--- src/rtl/axi_pkg.sv ---
// Shared AXI encodings and constants for the write-engine slice.
package axi_pkg;

    typedef enum logic [1:0] {
        BURST_FIXED = 2'd0,
        BURST_INCR  = 2'd1,
        BURST_WRAP  = 2'd2,
        BURST_RSVD  = 2'd3
    } burst_e;

    localparam logic [1:0] RESP_OKAY   = 2'd0;
    localparam logic [1:0] RESP_EXOKAY = 2'd1;
    localparam logic [1:0] RESP_SLVERR = 2'd2;
    localparam logic [1:0] RESP_DECERR = 2'd3;

    localparam int unsigned BOUNDARY_4K = 4096;

    typedef enum logic [1:0] {
        ST_IDLE = 2'd0,
        ST_CHK  = 2'd1,
        ST_AW   = 2'd2,
        ST_W    = 2'd3
    } wr_state_e;

    function automatic logic [2:0] axsize(input int unsigned data_w);
        return 3'($clog2(data_w / 8));
    endfunction

endpackage

--- src/rtl/axi_burst_check.sv ---
// Combinational legality check of a latched write command (burst type,
// length, wrap alignment, 4 KB crossing).
module axi_burst_check
    import axi_pkg::*;
#(
    parameter int DATA_W = 64
) (
    input  logic [13:0] addr_lo,
    input  logic [7:0]  len,
    input  logic [1:0]  burst,
    output logic        illegal
);

    localparam int BEAT_B = DATA_W / 8;

    logic [13:0] bytes;
    logic [13:0] end_off;
    logic        wrap_len_ok;
    logic        wrap_aligned;

    // Largest burst is 256 beats * 32 bytes = 8 KB, so 14 bits cover it.
    assign bytes        = ({6'd0, len} + 14'd1) * 14'(BEAT_B);
    assign end_off      = {2'b00, addr_lo[11:0]} + bytes;
    assign wrap_len_ok  = (len == 8'd1) || (len == 8'd3) || (len == 8'd7) || (len == 8'd15);
    assign wrap_aligned = (addr_lo & (bytes - 14'd1)) == 14'd0;

    always_comb begin
        illegal = 1'b0;
        case (burst)
            BURST_FIXED: illegal = (len > 8'd15);
            BURST_INCR:  illegal = (end_off > 14'(BOUNDARY_4K));
            BURST_WRAP:  illegal = !(wrap_len_ok && wrap_aligned);
            default:     illegal = 1'b1;
        endcase
    end

endmodule

--- src/rtl/axi_master_wr_engine.sv ---
// AXI4 write master: accepts one command at a time, checks legality,
// issues AW then streams W beats, tracks outstanding B responses.
module axi_master_wr_engine
    import axi_pkg::*;
#(
    parameter int ADDR_W  = 32,
    parameter int DATA_W  = 64,
    parameter int ID_W    = 4,
    parameter int MAX_OUT = 4
) (
    input  logic                ACLK,
    input  logic                ARESETn,
    input  logic                cmd_valid,
    output logic                cmd_ready,
    input  logic [ID_W-1:0]     cmd_id,
    input  logic [ADDR_W-1:0]   cmd_addr,
    input  logic [7:0]          cmd_len,
    input  logic [1:0]          cmd_burst,
    input  logic                wd_valid,
    output logic                wd_ready,
    input  logic [DATA_W-1:0]   wd_data,
    input  logic [DATA_W/8-1:0] wd_strb,
    output logic                rsp_valid,
    output logic [ID_W-1:0]     rsp_id,
    output logic [1:0]          rsp_resp,
    output logic                cmd_err,
    output logic [ID_W-1:0]     AWID,
    output logic [ADDR_W-1:0]   AWADDR,
    output logic [7:0]          AWLEN,
    output logic [2:0]          AWSIZE,
    output logic [1:0]          AWBURST,
    output logic                AWVALID,
    input  logic                AWREADY,
    output logic [DATA_W-1:0]   WDATA,
    output logic [DATA_W/8-1:0] WSTRB,
    output logic                WLAST,
    output logic                WVALID,
    input  logic                WREADY,
    input  logic [ID_W-1:0]     BID,
    input  logic [1:0]          BRESP,
    input  logic                BVALID,
    output logic                BREADY
);

    localparam int CNT_W = $clog2(MAX_OUT + 1);

    wr_state_e         state_q, state_d;
    logic              run_q;
    logic [ID_W-1:0]   id_q;
    logic [ADDR_W-1:0] addr_q;
    logic [7:0]        len_q;
    logic [1:0]        burst_q;
    logic [7:0]        beat_q;
    logic [CNT_W-1:0]  out_q;
    logic              illegal;
    logic              cmd_hs, aw_hs, w_hs, b_hs;

    axi_burst_check #(.DATA_W(DATA_W)) u_chk (
        .addr_lo (addr_q[13:0]),
        .len     (len_q),
        .burst   (burst_q),
        .illegal (illegal)
    );

    assign cmd_hs = cmd_valid & cmd_ready;
    assign aw_hs  = AWVALID & AWREADY;
    assign w_hs   = WVALID & WREADY;
    // A B beat with nothing outstanding is spurious: no count change, no rsp.
    assign b_hs   = BVALID & BREADY & (out_q != '0);

    assign BREADY  = run_q;
    assign AWID    = id_q;
    assign AWADDR  = addr_q;
    assign AWLEN   = len_q;
    assign AWBURST = burst_q;
    assign AWSIZE  = axsize(DATA_W);
    assign WDATA   = wd_data;
    assign WSTRB   = wd_strb;

    always_comb begin
        state_d   = state_q;
        cmd_ready = 1'b0;
        cmd_err   = 1'b0;
        AWVALID   = 1'b0;
        WVALID    = 1'b0;
        wd_ready  = 1'b0;
        WLAST     = 1'b0;
        case (state_q)
            ST_IDLE: begin
                cmd_ready = run_q && (out_q < CNT_W'(MAX_OUT));
                if (cmd_valid && run_q && (out_q < CNT_W'(MAX_OUT))) state_d = ST_CHK;
            end
            ST_CHK: begin
                if (illegal) begin
                    cmd_err = 1'b1;
                    state_d = ST_IDLE;
                end else begin
                    state_d = ST_AW;
                end
            end
            ST_AW: begin
                AWVALID = 1'b1;
                if (AWREADY) state_d = ST_W;
            end
            ST_W: begin
                WVALID   = wd_valid;
                wd_ready = WREADY;
                WLAST    = (beat_q == 8'd0);
                if (wd_valid && WREADY && beat_q == 8'd0) state_d = ST_IDLE;
            end
            default: state_d = ST_IDLE;
        endcase
    end

    always_ff @(posedge ACLK or negedge ARESETn) begin
        if (!ARESETn) begin
            state_q <= ST_IDLE;
            run_q   <= 1'b0;
        end else begin
            state_q <= state_d;
            run_q   <= 1'b1;
        end
    end

    always_ff @(posedge ACLK or negedge ARESETn) begin
        if (!ARESETn) begin
            id_q    <= '0;
            addr_q  <= '0;
            len_q   <= '0;
            burst_q <= '0;
        end else if (cmd_hs) begin
            id_q    <= cmd_id;
            addr_q  <= cmd_addr;
            len_q   <= cmd_len;
            burst_q <= cmd_burst;
        end
    end

    // Beats remaining after the current one; zero marks WLAST.
    always_ff @(posedge ACLK or negedge ARESETn) begin
        if (!ARESETn)   beat_q <= '0;
        else if (aw_hs) beat_q <= len_q;
        else if (w_hs)  beat_q <= beat_q - 8'd1;
    end

    always_ff @(posedge ACLK or negedge ARESETn) begin
        if (!ARESETn) begin
            out_q <= '0;
        end else begin
            case ({aw_hs, b_hs})
                2'b10:   out_q <= out_q + CNT_W'(1);
                2'b01:   out_q <= out_q - CNT_W'(1);
                default: out_q <= out_q;
            endcase
        end
    end

    always_ff @(posedge ACLK or negedge ARESETn) begin
        if (!ARESETn) begin
            rsp_valid <= 1'b0;
            rsp_id    <= '0;
            rsp_resp  <= '0;
        end else begin
            rsp_valid <= b_hs;
            if (b_hs) begin
                rsp_id   <= BID;
                rsp_resp <= BRESP;
            end
        end
    end

endmodule
--- config.mk ---
export PLATFORM = sky130hd
export DESIGN_NAME = axi_master_wr_engine
export DESIGN_NICKNAME = d
export VERILOG_FILES = /design/src/rtl/axi_pkg.sv /design/src/rtl/axi_burst_check.sv /design/src/rtl/axi_master_wr_engine.sv
export SDC_FILE = /design/constraint.sdc
export NUM_CORES = 1
export LEC_CHECK = 0
export ABC_AREA = 1
export CORE_MARGIN = 5
export CORE_UTILIZATION = 39
export DETAILED_ROUTE_END_ITERATION = 6
export PLACE_DENSITY_LB_ADDON = 0.3
export REMOVE_ABC_BUFFERS = 1
export SLEW_MARGIN = 15
export SYNTH_ARGS = -nofsm -noshare
export SYNTH_HDL_FRONTEND = slang
export SYNTH_HIERARCHICAL = 1
export SYNTH_SLANG_ARGS = --single-unit
--- constraint.sdc ---
create_clock -name ACLK -period 4.5 [get_ports ACLK]
set_clock_uncertainty 0.15 [all_clocks]
set_input_delay 1.35 -clock ACLK [delete_from_list [all_inputs] [get_ports ACLK]]
set_output_delay 1.35 -clock ACLK [all_outputs]
set_load 0.01 [all_outputs]
==> flow_summary.ini <==
[route]
drc = 0
drt_wl_total_mm = 18.6
drt_iter0_drc = 206
routedWlPerCell_um = 22.5
post_drt_via_cell_ratio = 5.09
ant_nets = 0
vias = 4212
first_pass_iters = 6

[worst_setup_path]
crit_required_ps = 3000
cpMostUsedCell = nand2_1
path_cells = buf_6, inv_2, ha_4, inv_2, fa_2, nor2_2, nand3b_1, nor2_1, nand3_1, nor2_1, nand3_1, nor2_1, nand2_1, o21ai_1, nand2_1, nand2_1, nand2_1, inv_2, nor2_2, buf_2
path_class = reg -> out
start_kind = flip-flop
critical_path.endpoint_type = output port
worstPathBufferInverterCount = 5
arrival_ps = 2900
crit-reg2reg-launch = AWLEN[1]$_DFFE_PN0P_
ff2ff_path_depth = 20
critPathTopFamily = simple AND/OR/NAND/NOR gates
ff2ff_setup_slack_ps = 1710
slowest_stage = fa_2
crit_fanout = 4
max_stage_delay_ps = 430
crit_path_start = AWLEN[1]$_DFFE_PN0P_

[timing]
hold_violations = 0
relSlewSlack_pct = 42.8
slew_violations = 0
fin_crit_ps = 4400
setup_ws_ps = 96.2
worst-slew-pin-transition_ps = 858
setup_viol = 0
max_freq_mhz = 227
period_share_pct = 97.9
whs_ps = 316

[global_routing]
grt_max_degree = 68
overflow = 0
grt_pass1_wl_mm = 27.1
grt_antenna_before_repair = 0
grt_pass1_vias = 4145
grt_use_total_pct = 25.9

[pwr]
finalPower_mw = 3.97
share_seq_of_total_power_pct = 27.8
ir_drop_mv = 0.256
p_per_area_nw_per_um2 = 673
sw_frac_of_total_pct = 42.1
p_comb_share_pct = 54.0
net-switching-power_mw = 1.67
p_int_mw = 2.30
pwr-share-clk_pct = 18.3
total_leakage_power_nw = 2.92

[synth]
netlist.area_leader.share_pct = 36.3
yosysWarnings = 6
synth-edff-count = 0
synth_area_leaders = dfrtp_1, nand2_1, buf_4
avgSynthCellArea_um2 = 7.43
netlist_area_um2 = 4610
yosysTopAreaCell = dfrtp_1
syn_inst = 621
ys_ff_latch = 67
synth-main-ff-cell = dfrtp_1
seq_area_frac_synth_pct = 36.3
ys_types = 35
synthArstFlopShare_pct = 100

[cts]
worstSkewPairLatency_ps = 330
path_clk_slew_ps = 60
htree_levels = 3
cts_root_buf = clkbuf_16
numCtsBuffers = 9
cts.sinks = 67
clockBufferDepth = 2
ctsHoldBuffers = 0
cts_tree = built

[status]
outcome = completed

[final_layout]
layout.cells.non_filler = 828
area_growth_syn_to_layout_pct = 27.6
num_antenna_cells = 0
fin_nets = 827
drive_above_1_share_pct = 14.9
n_fill_cell = 1114

[die]
core-area_um2 = 11500
dieHeight_um = 119
num_rows = 39
die_x_um = 119
die-area_um2 = 14100
initial_core_util_pct = 40.1
io_pins = 266

[place]
port_buffers = 118
hpwl_mm = 14.8
placedCellCount = 809
dp_slack_ps = 5.64
gp_congestion = 0.978

[worst_hold_path]
whs_path_depth = 2
min_from = AWADDR[24]$_DFFE_PN0P_
holdPathEnd = AWADDR[24]$_DFFE_PN0P_
min_path_type = reg -> reg

[job]
max-cap-violations = 0
-- power groups by stage --
stage	Sequential, mW	Combinational [mW]	Clock [mW]
after floorplan	1.16	0.995	0
after global placement	1.09	1.89	0
after detailed placement	1.09	1.94	0
after CTS	1.09	1.99	0.736
after global routing	1.14	2.37	0.764
final	1.10	2.14	0.724
-- layout make-up --
cell class / instances / area, um^2 / area share (%)
Tap cell: 143 / 179 / 3.04
Sequential cell: 67 / 1680 / 28.5
Inverter: 64 / 240 / 4.08
Clock buffer: 10 / 239 / 4.06
Clock inverter: 6 / 63.8 / 1.08
Timing Repair Buffer: 135 / 1310 / 22.2
Multi-Input combinational cell: 403 / 2180 / 37.1
-- sequential cells by signal, indices dropped and copies added, names as in the netlist, named ones only --
name       count
beat_q         8
AWLEN          8
state_q        1
rsp_resp       2
AWID           4
AWBURST        2
rsp_valid      1
BREADY         1
rsp_id         4
out_q          3
AWADDR        32
-- metal layers --
metal	share of wire, %	wire [um]	vias to the layer above	global-route usage, %
li1	-	-	1984	-
met1	35	6480	1908	26.8
met2	42	7740	292	36.4
met3	21	3990	24	26.4
met4	1.5	275	4	5.00
met5	0.73	136	-	8.33
-- worst min-delay path: cells and delay by family (launching register included) --
family / cells / cell delay, ps
flip-flops: 1 / 340
AND/OR/NAND/NOR: 2 / 100
-- per-stage QoR --
step	cell area (um^2)	util [%]	setup TNS (ps)
global route	5890	51.1	-37.6
CTS	5770	50.1	0
global placement	5420	47.1	0
detailed placement	5420	47.1	0
floorplan	3960	-	0
finish	5890	51.1	0
-- what timing repair did --
action                                  in CTS  in global routing
pin swaps                                    6                 14
buffers inserted                             2                  1
resized for setup                           12                 32
endpoints found under the setup margin       1                  1
cloned                                       0                  0
-- worst max path at each step --
stage | endpoint | slack, ps | depth (start not counted)
2_1_floorplan | cmd_err | 430 | 21
3_3_place_gp | cmd_err | 60 | 19
3_5_place_dp | cmd_err | 6 | 24
4_1_cts | cmd_err | 70 | 20
5_1_grt | cmd_err | -40 | 21
6_report | cmd_err | 100 | 20
-- cell usage after synthesis, drive strengths merged, types with 2 or more instances --
cell type,count
o211ai,3
a21oi,8
xor2,9
buf,89
o21bai,2
nor2,31
nand3,82
inv,64
nor3,3
nand4,3
xnor2,2
nand2,221
nand3b,2
conb,2
o221ai,2
o21ai,12
dfrtp,67
ha,14
fa,2
-- cells by family after synthesis --
kind of cell             synth area share, %
other                                  0.163
adder cells (fa/ha/maj)                 4.67
buffers and inverters                   19.5
AO/OA/AOI/OAI                           3.82
AND/OR/NAND/NOR                         33.4
flip-flops                              36.3
XOR/XNOR                                2.09
-- placed cells by master, fill, tap and decap left out, types with 4 or more instances in the layout --
cell and count:
a21oi_1 7, buf_4 15, clkbuf_16 9, clkdlybuf4s50_1 115, conb_1 4, dfrtp_1 67, ha_1 8, ha_4 5
inv_1 52, inv_2 12, nand2_1 207, nand2_2 10, nand2_4 4, nand3_1 67, nand3_2 15, nor2_1 21
nor2_2 7, o21ai_0 6, o21ai_1 5, xor2_1 8
(Power assumes the default switching activity.)
